## src/rtl/fms_pkg.sv

```systemverilog
// ============================================================================
// Module   : fms_pkg
// Purpose  : Shared state encoding and default 720p timing constants for the
//            frame memory scheduler and the video timing generator.
// Revision : 1.0 - initial release
// ============================================================================
`default_nettype none

package fms_pkg;

  typedef enum logic [1:0] {
    IDLE  = 2'd0,
    FETCH = 2'd1,
    DRAIN = 2'd2
  } fms_state_t;

  localparam int c_active_h_pixels = 1280;
  localparam int c_total_pixels    = 1650;
  localparam int c_active_lines    = 720;
  localparam int c_total_lines     = 750;
  localparam int c_line_words      = 80;

endpackage

`default_nettype wire

```

## src/rtl/fms_rd_pipe.sv

```systemverilog
// ============================================================================
// Module   : fms_rd_pipe
// Purpose  : DEPTH-deep {valid, word index} shift register tracking reads in
//            flight to the frame memory, with a synchronous flush.
// Revision : 1.0 - initial release
// ============================================================================
`default_nettype none

module fms_rd_pipe #(
  parameter int DEPTH = 2,
  parameter int IDX_W = 7
) (
  input  logic             pixel_clk,
  input  logic             rst,
  input  logic             flush,
  input  logic             in_valid,
  input  logic [IDX_W-1:0] in_idx,
  output logic             out_valid,
  output logic [IDX_W-1:0] out_idx,
  output logic             pend
);

  logic [DEPTH-1:0] r_valid;
  logic [IDX_W-1:0] r_idx [DEPTH];

  always_ff @(posedge pixel_clk) begin
    if (rst || flush) begin
      r_valid <= '0;
      for (int i = 0; i < DEPTH; i++) r_idx[i] <= '0;
    end else begin
      r_valid[0] <= in_valid;
      r_idx[0]   <= in_idx;
      for (int i = 1; i < DEPTH; i++) begin
        r_valid[i] <= r_valid[i-1];
        r_idx[i]   <= r_idx[i-1];
      end
    end
  end

  assign out_valid = r_valid[DEPTH-1];
  assign out_idx   = r_idx[DEPTH-1];

  // pend: a read that has not yet reached the output stage
  generate
    if (DEPTH > 1) begin : g_deep
      assign pend = in_valid | (|r_valid[DEPTH-2:0]);
    end else begin : g_single
      assign pend = in_valid;
    end
  endgenerate

endmodule

`default_nettype wire

```

## src/rtl/frame_mem_scheduler.sv

```systemverilog
// ============================================================================
// Module   : frame_mem_scheduler
// Purpose  : Arbitrates the single-port frame memory between the display line
//            prefetcher (ping-pong line buffer) and the renderer writer.
//            Optional macro FMS_RENDER_INTERLEAVE_EN grants every 4th FETCH
//            cycle to the renderer.
// Revision : 1.0 - initial release
// ============================================================================
`default_nettype none

module frame_mem_scheduler
  import fms_pkg::*;
#(
  parameter int ACTIVE_H_PIXELS = c_active_h_pixels,
  parameter int TOTAL_PIXELS    = c_total_pixels,
  parameter int ACTIVE_LINES    = c_active_lines,
  parameter int TOTAL_LINES     = c_total_lines,
  parameter int LINE_WORDS      = c_line_words,
  parameter int ADDR_WIDTH      = 16,
  parameter int DATA_WIDTH      = 64,
  parameter int READ_LATENCY    = 2
) (
  input  logic                            pixel_clk,
  input  logic                            rst,
  input  logic [$clog2(TOTAL_PIXELS)-1:0] h_count,
  input  logic [$clog2(TOTAL_LINES)-1:0]  v_count,
  input  logic                            wr_req,
  input  logic [ADDR_WIDTH-1:0]           wr_addr,
  input  logic [DATA_WIDTH-1:0]           wr_data,
  output logic                            wr_ack,
  output logic                            mem_en,
  output logic                            mem_we,
  output logic [ADDR_WIDTH-1:0]           mem_addr,
  output logic [DATA_WIDTH-1:0]           mem_wdata,
  input  logic [DATA_WIDTH-1:0]           mem_rdata,
  output logic                            lb_we,
  output logic                            lb_bank,
  output logic [$clog2(LINE_WORDS)-1:0]   lb_addr,
  output logic [DATA_WIDTH-1:0]           lb_data,
  output logic                            fetch_busy,
  output logic                            underrun
);

  localparam int c_hw = $clog2(TOTAL_PIXELS);
  localparam int c_vw = $clog2(TOTAL_LINES);
  localparam int c_lw = $clog2(LINE_WORDS);

  localparam logic [c_hw-1:0]       c_trig_h     = c_hw'(ACTIVE_H_PIXELS);
  localparam logic [c_hw-1:0]       c_dead_h     = c_hw'(TOTAL_PIXELS - 1);
  localparam logic [c_vw-1:0]       c_last_fetch = c_vw'(ACTIVE_LINES - 1);
  localparam logic [c_vw-1:0]       c_last_line  = c_vw'(TOTAL_LINES - 1);
  localparam logic [c_lw-1:0]       c_last_word  = c_lw'(LINE_WORDS - 1);
  localparam logic [ADDR_WIDTH-1:0] c_line_step  = ADDR_WIDTH'(LINE_WORDS);

  fms_state_t            r_state;
  logic [ADDR_WIDTH-1:0] r_base;
  logic [c_lw-1:0]       r_word;
  logic                  r_bank;
  logic                  r_mem_en;
  logic                  r_mem_we;
  logic [ADDR_WIDTH-1:0] r_mem_addr;
  logic [DATA_WIDTH-1:0] r_mem_wdata;
  logic                  r_rd_valid;
  logic [c_lw-1:0]       r_rd_word;
  logic                  r_underrun;

  logic                  w_wrap;
  logic                  w_start;
  logic                  w_abort;
  logic                  w_rnd_slot;
  logic                  w_port_free;
  logic                  w_fetch_rd;
  logic                  w_rd_issue;
  logic [ADDR_WIDTH-1:0] w_new_base;
  logic [ADDR_WIDTH-1:0] w_rd_addr;
  logic [c_lw-1:0]       w_rd_idx;
  logic                  w_pipe_pend;

  // Line 0 follows the last blanking line; every other target is v_count+1.
  assign w_wrap  = (v_count == c_last_line);
  assign w_start = (r_state == IDLE) && (h_count == c_trig_h) &&
                   ((v_count < c_last_fetch) || w_wrap);
  assign w_abort = (h_count == c_dead_h) && (r_state != IDLE);

`ifdef FMS_RENDER_INTERLEAVE_EN
  logic [1:0] r_slot;
  assign w_rnd_slot = (r_state == FETCH) && (r_slot == 2'd3);
`else
  assign w_rnd_slot = 1'b0;
`endif

  assign w_port_free = (r_state == IDLE) || (r_state == DRAIN) || w_rnd_slot;
  assign wr_ack      = wr_req && w_port_free && !w_start;

  // The trigger cycle itself issues word 0 so it lands on mem_* one cycle later.
  assign w_fetch_rd = (r_state == FETCH) && !w_abort && !(w_rnd_slot && wr_req);
  assign w_rd_issue = w_start || w_fetch_rd;
  assign w_new_base = w_wrap ? '0 : r_base + c_line_step;
  assign w_rd_addr  = w_start ? w_new_base : r_base + ADDR_WIDTH'(r_word);
  assign w_rd_idx   = w_start ? '0 : r_word;

  always_ff @(posedge pixel_clk) begin
    if (rst) begin
      r_state     <= IDLE;
      r_base      <= '0;
      r_word      <= '0;
      r_bank      <= 1'b0;
      r_mem_en    <= 1'b0;
      r_mem_we    <= 1'b0;
      r_mem_addr  <= '0;
      r_mem_wdata <= '0;
      r_rd_valid  <= 1'b0;
      r_rd_word   <= '0;
      r_underrun  <= 1'b0;
    end else begin
      r_rd_valid <= w_rd_issue;
      r_rd_word  <= w_rd_idx;

      if (w_rd_issue) begin
        r_mem_en   <= 1'b1;
        r_mem_we   <= 1'b0;
        r_mem_addr <= w_rd_addr;
      end else if (wr_ack) begin
        r_mem_en    <= 1'b1;
        r_mem_we    <= 1'b1;
        r_mem_addr  <= wr_addr;
        r_mem_wdata <= wr_data;
      end else begin
        r_mem_en <= 1'b0;
        r_mem_we <= 1'b0;
      end

      if (w_abort) r_underrun <= 1'b1;

      case (r_state)
        IDLE: begin
          if (w_start) begin
            r_state <= FETCH;
            r_base  <= w_new_base;
            r_word  <= c_lw'(1);
            r_bank  <= w_wrap ? 1'b0 : ~v_count[0];
          end
        end
        FETCH: begin
          if (w_abort) begin
            r_state <= IDLE;
          end else if (w_fetch_rd) begin
            r_word <= r_word + 1'b1;
            if (r_word == c_last_word) r_state <= DRAIN;
          end
        end
        DRAIN: begin
          if (w_abort || !w_pipe_pend) r_state <= IDLE;
        end
        default: r_state <= IDLE;
      endcase
    end
  end

`ifdef FMS_RENDER_INTERLEAVE_EN
  // Slot 0 is the trigger cycle, so the first renderer slot is the 4th cycle.
  always_ff @(posedge pixel_clk) begin
    if (rst) begin
      r_slot <= 2'd0;
    end else if (w_start) begin
      r_slot <= 2'd1;
    end else if (r_state == FETCH) begin
      r_slot <= r_slot + 2'd1;
    end
  end
`endif

  fms_rd_pipe #(
    .DEPTH (READ_LATENCY),
    .IDX_W (c_lw)
  ) u_rd_pipe (
    .pixel_clk (pixel_clk),
    .rst       (rst),
    .flush     (w_abort),
    .in_valid  (r_rd_valid),
    .in_idx    (r_rd_word),
    .out_valid (lb_we),
    .out_idx   (lb_addr),
    .pend      (w_pipe_pend)
  );

  assign mem_en     = r_mem_en;
  assign mem_we     = r_mem_we;
  assign mem_addr   = r_mem_addr;
  assign mem_wdata  = r_mem_wdata;
  assign lb_bank    = r_bank;
  assign lb_data    = mem_rdata;
  assign fetch_busy = (r_state != IDLE);
  assign underrun   = r_underrun;

endmodule

`default_nettype wire

```

## config.mk

```make
export PLATFORM = sky130hd
export DESIGN_NAME = frame_mem_scheduler
export DESIGN_NICKNAME = d
export VERILOG_FILES = /design/src/rtl/fms_pkg.sv /design/src/rtl/fms_rd_pipe.sv /design/src/rtl/frame_mem_scheduler.sv
export SDC_FILE = /design/constraint.sdc
export NUM_CORES = 1
export LEC_CHECK = 0
export BUFFER_PORTS_ARGS = -buffer_cell sky130_fd_sc_hd__buf_2
export CORE_AREA = 2 2 128 130
export DETAILED_ROUTE_END_ITERATION = 12
export DIE_AREA = 0 0 130 132
export GPL_ROUTABILITY_DRIVEN = 0
export GPL_TIMING_DRIVEN = 0
export PLACE_DENSITY = 0.77
export SYNTH_ARGS = -nofsm -noshare
export SYNTH_HDL_FRONTEND = slang
export SYNTH_SLANG_ARGS = --single-unit
export TNS_END_PERCENT = 20
```

## constraint.sdc

```tcl
create_clock -name pixel_clk -period 2.8 [get_ports pixel_clk]
set_input_delay 0.14 -clock pixel_clk [delete_from_list [all_inputs] [get_ports pixel_clk]]
set_output_delay 0.14 -clock pixel_clk [all_outputs]
set_load 0.05 [all_outputs]
```

After elaboration in Yosys (flattened, before gate mapping)
Memories as Yosys holds them, arrays and structs flattened.
Cells that the tools add are included.
W data, S select, Z words.

cells by class
  add/sub/neg operators = 3
  magnitude comparators = 1
  eq/ne operators = 12
  muxes and demuxes = 22
  bitwise gates (word level) = 5
  reduce and logical (&&, ||, !) cells = 24

operators by type and width
  kind                     number
  $mux W16                 4
  $mux W7                  5
  $eq A11 B11 Y1 const B   2
  $add A16 B7 Y16          1
  $add A16 B7 Y16 const B  1
  $pmux W7 S2              1
  $eq A10 B10 Y1 const B   1
  $lt A10 B10 Y1 const B   1
  $mux W2                  5
  $reduce_and A4 Y1        2
  $add A7 B1 Y7 const B    1
  $eq A7 B7 Y1 const B     1
  $logic_and A1 B1 Y1      6
  $mux W1                  6
  $ne A2 B2 Y1 const B     3
  $pmux W2 S3              1
  $reduce_bool A2 Y1       3
  $logic_or A1 B1 Y1       5
  $reduce_and A2 Y1        2
  $reduce_or A2 Y1         2
  $logic_not A1 Y1         3
  $ne A3 B1 Y1 const B     1
  $ne A3 B2 Y1 const B     1
  $or A1 B1 Y1             3
  5 further kinds          6

storage, ports and cells
  flip-flop bits (word level) = 119
  RAM bits = 14
  bits of input ports = 168
  output and inout port bits = 158
  word-level logic and storage cells = 80
  memories = 1

memory list
  name             depth  width  read ports  clocked after Yosys merged registers in  write ports  line               RTL
  u_rd_pipe.r_idx  2      7      2           0                                        2            fms_rd_pipe.sv:24  logic [IDX_W-1:0] r_idx [DEPTH];

Depth between registers and ports, before layout
Gate-level depths: netlist of run 1.

  depth in word-level cells = 7
  gate-level depth with buffers = 11
  gate-level depth less buffers = 9

Modules after synthesis
From an unflattened synthesis of run 1, not the netlist that was laid out.

unflattened totals
  cell total of the unflattened synthesis = 743
  area total of the unflattened synthesis = 6,301.0 sq um

by module, submodules not included
  module               times used  cells each  area each (sq um)
  frame_mem_scheduler  1           699         5,698.0
  fms_rd_pipe          1           44          603.1

Worst setup path after synthesis of run 1
OpenSTA, ideal clock, no wires.

  path type = register to register
  start point = register r_word[0]
  end point = register r_mem_addr[12] (netlist: mem_addr[12])
  setup time = 0.116 ns
  arrival time = 2.183 ns
  path slack = 0.501 ns
  stages on the path, launching flop included = 10
  path buffers = 0
  path through = dfxtp_1 -> ha_1 -> fa_1 -> a21o_1 -> a221o_1 -> a21oi_1 -> nor2_1 -> nor2_1 -> o21ai_0 -> a31o_2

between the ends
  longest elaborated chain between the ends = 3

RTL lines
  what                      line                        RTL
  start: declaration        frame_mem_scheduler.sv:57   logic [c_lw-1:0] r_word;
  start signal: assignment  frame_mem_scheduler.sv:140  r_word <= c_lw'(1);
  start signal: assignment  frame_mem_scheduler.sv:148  r_word <= r_word + 1'b1;
  $add A16 B7 Y16           frame_mem_scheduler.sv:99   assign w_rd_addr = w_start ? w_new_base : r_base + ADDR_WIDTH'(r_word);
  $mux W16                  frame_mem_scheduler.sv:99
  $mux W16                  frame_mem_scheduler.sv:119  if (w_rd_issue) begin
  end signal: assignment    frame_mem_scheduler.sv:122  r_mem_addr <= w_rd_addr;
  end signal: assignment    frame_mem_scheduler.sv:126  r_mem_addr <= wr_addr;
  end: declaration          frame_mem_scheduler.sv:61   logic [ADDR_WIDTH-1:0] r_mem_addr;

Every way passes these cells.
A chain may end at the register's enable or synchronous reset.

Final worst setup path of run 1
  start point = register r_state[1]
  end point = output port wr_ack

between the ends
  longest elaborated chain between the ends = 5
  elaborated cells between the ends (all ways) = 8
  those cells by class = 1 x eq/ne; 7 x reduce/logical

RTL lines
  what                               line                                                  RTL
  start: declaration                 frame_mem_scheduler.sv:55                             fms_state_t r_state;
  start signal: assignment           frame_mem_scheduler.sv:104                            r_state <= IDLE;
  start signal: assignment           frame_mem_scheduler.sv:138                            r_state <= FETCH;
  start signal: assignment           frame_mem_scheduler.sv:146                            r_state <= IDLE;
  $logic_not A2 Y1                   frame_mem_scheduler.sv:81, frame_mem_scheduler.sv:92
  $logic_and A1 B1 Y1 (2 in series)  frame_mem_scheduler.sv:81                             assign w_start = (r_state == IDLE) && (h_count == c_trig_h) &&
  $logic_not A1 Y1                   frame_mem_scheduler.sv:93                             assign wr_ack = wr_req && w_port_free && !w_start;
  $logic_and A1 B1 Y1 *              frame_mem_scheduler.sv:93
  end: declaration                   frame_mem_scheduler.sv:30                             output logic wr_ack,

Mark *: on every way between the ends. The rest lies on a longest branch, timed or not.

==> qor.yml, run 1 <==
row_count: 46
post-route-util_pct: 57.5
vias: 6730
rsz0062_at_grt: "no"
max_slew_margin_pct: 50.1
syn_nets: 934
viasPerCell: 5.06
port_buffers: 260
cp-start-kind: "register"
dpl.hpwl_um: 14900
antenna_found_initial: 3
grt_pass1_vias: 6359
final_cells: 1331
setup_viol: 0
hold_viol: 0
worstMarginPinSlew_ns: 0.741
area_growth_pct: 46.8
drv_cap: 0
grt_usage_pct: 24.2
powerDensity_nw_per_um2: 583
use_met2_pct: 40.9
coreArea_sq_um: 15700
yosysSeqAreaShare_pct: 43.3
cts_root_buf: "clkbuf_16"
finClkSkew_ns: 0.00424
grt_overflow: 0
synth_ff_type: "dfxtp_1"
drive_gt1_share_pct: 36.4
synth_edf_count: 0
avgSynthCellArea_sq_um: 8.14
clkSlewWorstSetupHoldPaths_ns: 0.06
synth_warnings: 0
htree_levels: 4
grt_busiest_layer: "met2"
period_share_pct: 95.3
cts.sinks: 133
die_w_um: 130
avgRoutedWirePerCell_um: 16.0
ys_seq_elements: 133
first_pass_iters: 5
cts_buffer_depth: 2
cp_data_arrival_time_ns: 2.53
met1_usage_pct: 28.3
io_pins: 326
cp-end-kind: "output port"
nNetsFinal: 1278
drt-total-wl_um: 21300
path_max_fanout: 13
async_reset_ff_share_pct: 0
die-area_sq_um: 17200
peakVddDrop_uv: 403
tns_ns: 0
crit_required_ns: 2.66
finalWorstPathRequiredPeriod_ns: 2.67
hp-class: "in2reg"
drc: 0
drtAntennaViolNets: 0
insertion_delay_ns: 0.41
use_met3_pct: 6.09
status: "completed"
final_max_slew_viol_count: 0
fill_cells: 1416
netlist_area_sq_um: 6150
max_freq_mhz: 375
yosysUniqueCellTypes: 64
path_class: "reg2out"
cts_made_buffers: 17
grt_max_degree: 17
cts_tree: "yes"
dp.cells: 1232
syn_inst: 756
dieHeight_um: 132
drt_iter0_markers: 461
grt_first_pass_wirelength_um: 32300
cellLeakagePower_nw: 4.32
start_util_pct: 39.2
flip-flops by register name, summed over array words and instances, names as in the netlist:
name	count
mem_wdata	64
mem_addr	16
r_base	16
u_rd_pipe.r_idx	14
r_rd_word	7
r_word	7
r_state	2
u_rd_pipe.r_valid	2
lb_bank	1
mem_en	1
mem_we	1
r_rd_valid	1
underrun	1
kinds of logic after synthesis:
group                    count (synthesis)  synth area share (%)
buffers and inverters                  121                  13.3
adder cells (fa/ha/maj)                 10                  2.16
AO/OA/AOI/OAI                          171                  16.2
XOR/XNOR                                10                  1.42
multiplexers                             1                 0.163
AND/OR/NAND/NOR                        310                  23.5
flip-flops                             133                  43.3
stage by stage:
step	cell area (sq um)	setup slack [ns]	power [mW]	hold WS, ns
after floorplan	6150	0.501	2.65	0.276
after global placement	7720	0.172	2.88	0.380
after detailed placement	7720	0.150	2.89	0.386
after CTS	9000	0.0304	5.28	0.0206
after global routing	9030	0.0264	5.45	0.0284
final	9030	0.132	5.27	0.0398
cells in the final DEF, fill, tap and decap left out, types with 18 or more instances in the layout:
| master | count |
|---|---|
| clkbuf_1 | 23 |
| dfxtp_1 | 132 |
| buf_2 | 269 |
| o21ai_0 | 18 |
| nor2_1 | 44 |
| nand2_1 | 169 |
| a21oi_1 | 105 |
| and2_1 | 23 |
| dlygate4sd3_1 | 66 |
| and3_1 | 20 |
| buf_4 | 73 |
Yosys cell counts (4+ instances only):
cell type	number	share of area (%)
and2_1	23	2.3
a221oi_1	4	0.57
a21oi_1	106	8.6
xor2_1	7	1.0
and3_1	20	2.0
nor2b_1	4	0.41
nor2_1	44	2.7
nand3_1	10	0.81
a211oi_1	5	0.61
o22ai_1	6	0.61
ha_1	9	1.8
buf_6	10	1.8
buf_2	11	0.89
buf_4	73	8.9
dfxtp_1	133	43
nor3_1	7	0.57
clkbuf_1	24	1.5
nand2_1	169	10
or3_1	4	0.41
a21o_1	5	0.61
o21ai_0	18	1.5
area by class of cell:
cell class              count  area, sq um  area share, %
multi-input cells         502         2690           29.7
flip-flops and latches    133         2660           29.5
repair buffers            326         1970           21.8
plain buffers             118          808           8.95
clock buffers              17          425           4.71
well taps                 216          270           2.99
clock inverters            15          193           2.13
inverters                   2         10.0          0.111
diodes                      2         5.00         0.0554
per-layer routing:
| layer | wire (um) | share of wire, % |
|---|---|---|
| met2 | 10400 | 49 |
| met3 | 1620 | 7.6 |
| met4 | 903 | 4.2 |
| met5 | 13 | 0.061 |
| met1 | 8280 | 39 |
path summary, 6_finish.rpt:
path,start,end,slack (ns),cells past startpoint
setup / recovery,r_state[1]$_SDFFE_PP0P_,wr_ack,0.13,8
hold / removal,wr_addr[6],mem_addr[6]$_SDFFE_PP0P_,0.04,3
setup reg to reg,r_word[0]$_SDFFE_PP0P_,mem_addr[12]$_SDFFE_PP0P_,0.17,9
hold reg to reg,r_rd_word[2]$_SDFF_PP0_,u_rd_pipe.r_idx[0][2]$_SDFF_PP0_,0.42,1
timing repair:
item	CTS	global route
endpoints found under the setup margin	1	3
gates resized for setup	1	7
endpoints found under the hold margin	66	0
hold buffers	66	0
setup buffers	0	0
pin swaps	0	4
critical path, cell delays in order (launching register included):
cell and delay, ns:
dfxtp_1 0.34, or4_4 0.56, nor4_4 0.34, and3_1 0.20, clkbuf_4 0.21, nor2_4 0.10, nand2_2 0.11, inv_4 0.09
buf_6 0.16
power by group:
part	total (mW)	internal, mW	switching [mW]	leakage (nW)
logic	0.949	0.312	0.638	2.94
clock network	2.33	1.42	0.904	0.296
registers	1.99	1.96	0.0324	1.09
total	5.27	3.69	1.57	4.32
Note: power is estimated with default switching activity, not from simulation.
==> run 2: changes to the inputs <==
--- a/config.mk
+++ b/config.mk
@@ -6,12 +6,12 @@
 export NUM_CORES = 1
 export LEC_CHECK = 0
 export BUFFER_PORTS_ARGS = -buffer_cell sky130_fd_sc_hd__buf_2
-export CORE_AREA = 2 2 128 130
+export CORE_AREA = 2 2 136 138
 export DETAILED_ROUTE_END_ITERATION = 12
-export DIE_AREA = 0 0 130 132
+export DIE_AREA = 0 0 138 140
 export GPL_ROUTABILITY_DRIVEN = 0
 export GPL_TIMING_DRIVEN = 0
-export PLACE_DENSITY = 0.77
+export PLACE_DENSITY = 0.7
 export SYNTH_ARGS = -nofsm -noshare
 export SYNTH_HDL_FRONTEND = slang
 export SYNTH_SLANG_ARGS = --single-unit
==> run 2 against run 1 <==
  * Fmax is 2.2% lower
  * Worst hold slack worse by 0.017 ns
  * Core utilization is 6.2 points lower
  * Final cell count is 1.4% higher
  * Register-to-register slack worse by 0.06 ns
  * Wire length is 4.1% higher
==> qor.yml, run 2 (same netlist as run 1, synthesis figures left out) <==
routed-wl-met3_um: 1670  # +2.8%
drt-total-wl_um: 22100  # +4.1%
dieHeight_um: 140  # +6.1%
die-area_sq_um: 19300  # +13%
drc: 0  # unchanged
hp-class: "in2reg"
rsz0062_at_grt: "yes"
port_buffers: 260  # unchanged
worstMarginPinSlew_ns: 0.831  # +0.0896 ns
die_w_um: 138  # +6.2%
drive_gt1_share_pct: 36.9  # +0.55 points
max_freq_mhz: 367  # -2.2%
crit_required_ns: 2.66  # about the same
viasPerCell: 4.90  # -3.2%
grt_pass1_vias: 6426  # +1.1%
rr_worst_depth: 10  # +1
drt_iter0_markers: 468  # +1.5%
cts.sinks: 133  # unchanged
grt_max_degree: 17  # unchanged
vias: 6605  # -1.9%
crit_path_cell_trace: "or4_4, nor4_4, buf_4, and4_1, buf_6, nor2_4, nand2_2, inv_2, clkbuf_8, buf_6"
period_share_pct: 97.4  # +2.2 points
dp_slack_ns: 0.118  # -0.0314 ns
drt-met1-wl_um: 8890  # +7.3%
coreArea_sq_um: 17800  # +13%
finalPower_mw: 5.35  # +1.6%
cts_buffer_depth: 2  # unchanged
dpl.hpwl_um: 15600  # +4.9%
place_area_sq_um: 7740  # +0.21%
highest_layer: "met4"
grt_overflow: 0  # unchanged
hold_viol: 0  # unchanged
largest_reg_flops: 64  # unchanged
min_path_cells: 3  # unchanged
antenna_found_initial: 1  # -2
finClkSkew_ns: 0.00977  # +0.00553 ns
cellLeakagePower_nw: 4.36  # +0.94%
cp-start-kind: "register"
area_growth_pct: 48.1
finalWorstSetupSlack_ns: 0.0721  # -0.0603 ns
drtAntennaViolNets: 0  # unchanged
status: "completed"
powerDensity_nw_per_um2: 587  # +0.72%
min_to: "mem_wdata[33]$_SDFFE_PP0P_"
htree_levels: 4  # unchanged
final_cell_mix: "268 x buf_2, 169 x nand2_1, 131 x dfxtp_1"
row_count: 49  # +6.5%
grt_usage_pct: 22.1  # -2.1 points
finalWorstPathRequiredPeriod_ns: 2.73  # +0.0603 ns
path_class: "reg2out"
setup_viol: 0  # unchanged
final_common_cell: "buf_2"
r2r_setup_slack_ns: 0.11  # -0.06 ns
path_max_fanout: 10  # -3
clkSlewWorstSetupHoldPaths_ns: 0.06  # about the same
r2r_end: "mem_addr[14]$_SDFFE_PP0P_"
nNetsFinal: 1283  # +0.39%
cts_tree: "yes"
avgRoutedWirePerCell_um: 16.4  # +2.7%
cts_root_buf: "clkbuf_16"
peakVddDrop_uv: 400  # -0.74%
io_pins: 326  # unchanged
design_area_sq_um: 9110  # +0.91%
cpPeakStageDelay_ns: 0.54  # -0.02 ns
first_pass_iters: 7  # +2
drv_cap: 0  # unchanged
r2r-start: "r_state[0]$_SDFFE_PP0P_"
cts_made_buffers: 17  # unchanged
hold_path.startpoint: "wr_data[33]"
grt_first_pass_wirelength_um: 33900  # +4.9%
cp-end-kind: "output port"
final_max_slew_viol_count: 0  # unchanged
cp_data_arrival_time_ns: 2.59  # +0.06 ns
crit_top_cell: "buf_6"
max_slew_margin_pct: 44.6  # -5.4 points
start_util_pct: 34.6  # -4.6 points
timing.hold.ws_ns: 0.0233  # -0.0166 ns
slowest_stage: "or4_4"
met2_wirelength_um: 10700  # +3.0%
insertion_delay_ns: 0.41  # about the same
[run 2: cell types whose count changed in the layout (fill, tap and decap cells not counted), sizes merged]
cell	before	now
dlygate4sd3	66	63
bufinv	3	4
clkinvlp	2	4
inv	8	3
clkbuf	41	46
clkinv	4	2
buf	354	361
[run 2: cell type report]
type / count / area [sq um]
clock inverter: 11 / 173
multi-input combinational: 502 / 2690
tap: 229 / 287
sequential: 133 / 2670
antenna: 2 / 5.00
fill: 1715 / 8670
timing repair buffer: 330 / 1990
clock buffer: 21 / 470
buffer: 119 / 828
inverter: 2 / 7.51
[run 2: worst max-delay path, delay by kind of cell, from the launching register on]
kind	cells	cell delay (ns)
and+or+nand+nor	5	1.13
DFF	1	0.35
buffers and inverters	5	0.69
[run 2: through the flow]
stage               std cells  setup TNS [ns]  util (%)
global route             1348         -0.0130      51.2
CTS                      1343               0      51.0
detailed placement       1245               0      43.5
global placement         1245               0      43.5
finish                   1349               0      51.2
floorplan                 756               0         -
[run 2: worst max-delay path by stage]
stage / startpoint / end / slack, ns / cells after the start
after floorplan: r_word[0]$_SDFFE_PP0P_ / mem_addr[12]$_SDFFE_PP0P_ / 0.50 / 9
after global placement: h_count[1] / mem_wdata[55]$_SDFFE_PP0P_ / 0.11 / 12
after detailed placement: r_state[0]$_SDFFE_PP0P_ / mem_wdata[55]$_SDFFE_PP0P_ / 0.12 / 11
after CTS: r_state[1]$_SDFFE_PP0P_ / wr_ack / 0.009 / 10
after global routing: r_state[0]$_SDFFE_PP0P_ / wr_ack / -0.01 / 10
final: r_state[0]$_SDFFE_PP0P_ / wr_ack / 0.07 / 10
[run 2: timing repair]
action	in CTS	in global routing
hold endpoints to repair	63	0
endpoints found under the setup margin	1	5
gates resized for setup	9	4
gates cloned	0	0
hold buffers	63	0
buffers inserted	3	4
pin swaps	2	0
[run 2: power breakdown]
part,internal [mW],total (mW),switching (mW),leakage (nW)
clock network,1.56,2.41,0.845,0.302
registers,1.96,1.99,0.0330,1.09
logic,0.312,0.953,0.641,2.97
total,3.83,5.35,1.52,4.36
[run 2: metal layers]
metal | global-route usage, % | up-vias
met5 | 0 | -
met4 | 10.6 | 0
met3 | 5.54 | 69
met2 | 37.6 | 346
met1 | 26.2 | 2997
li1 | - | 3193
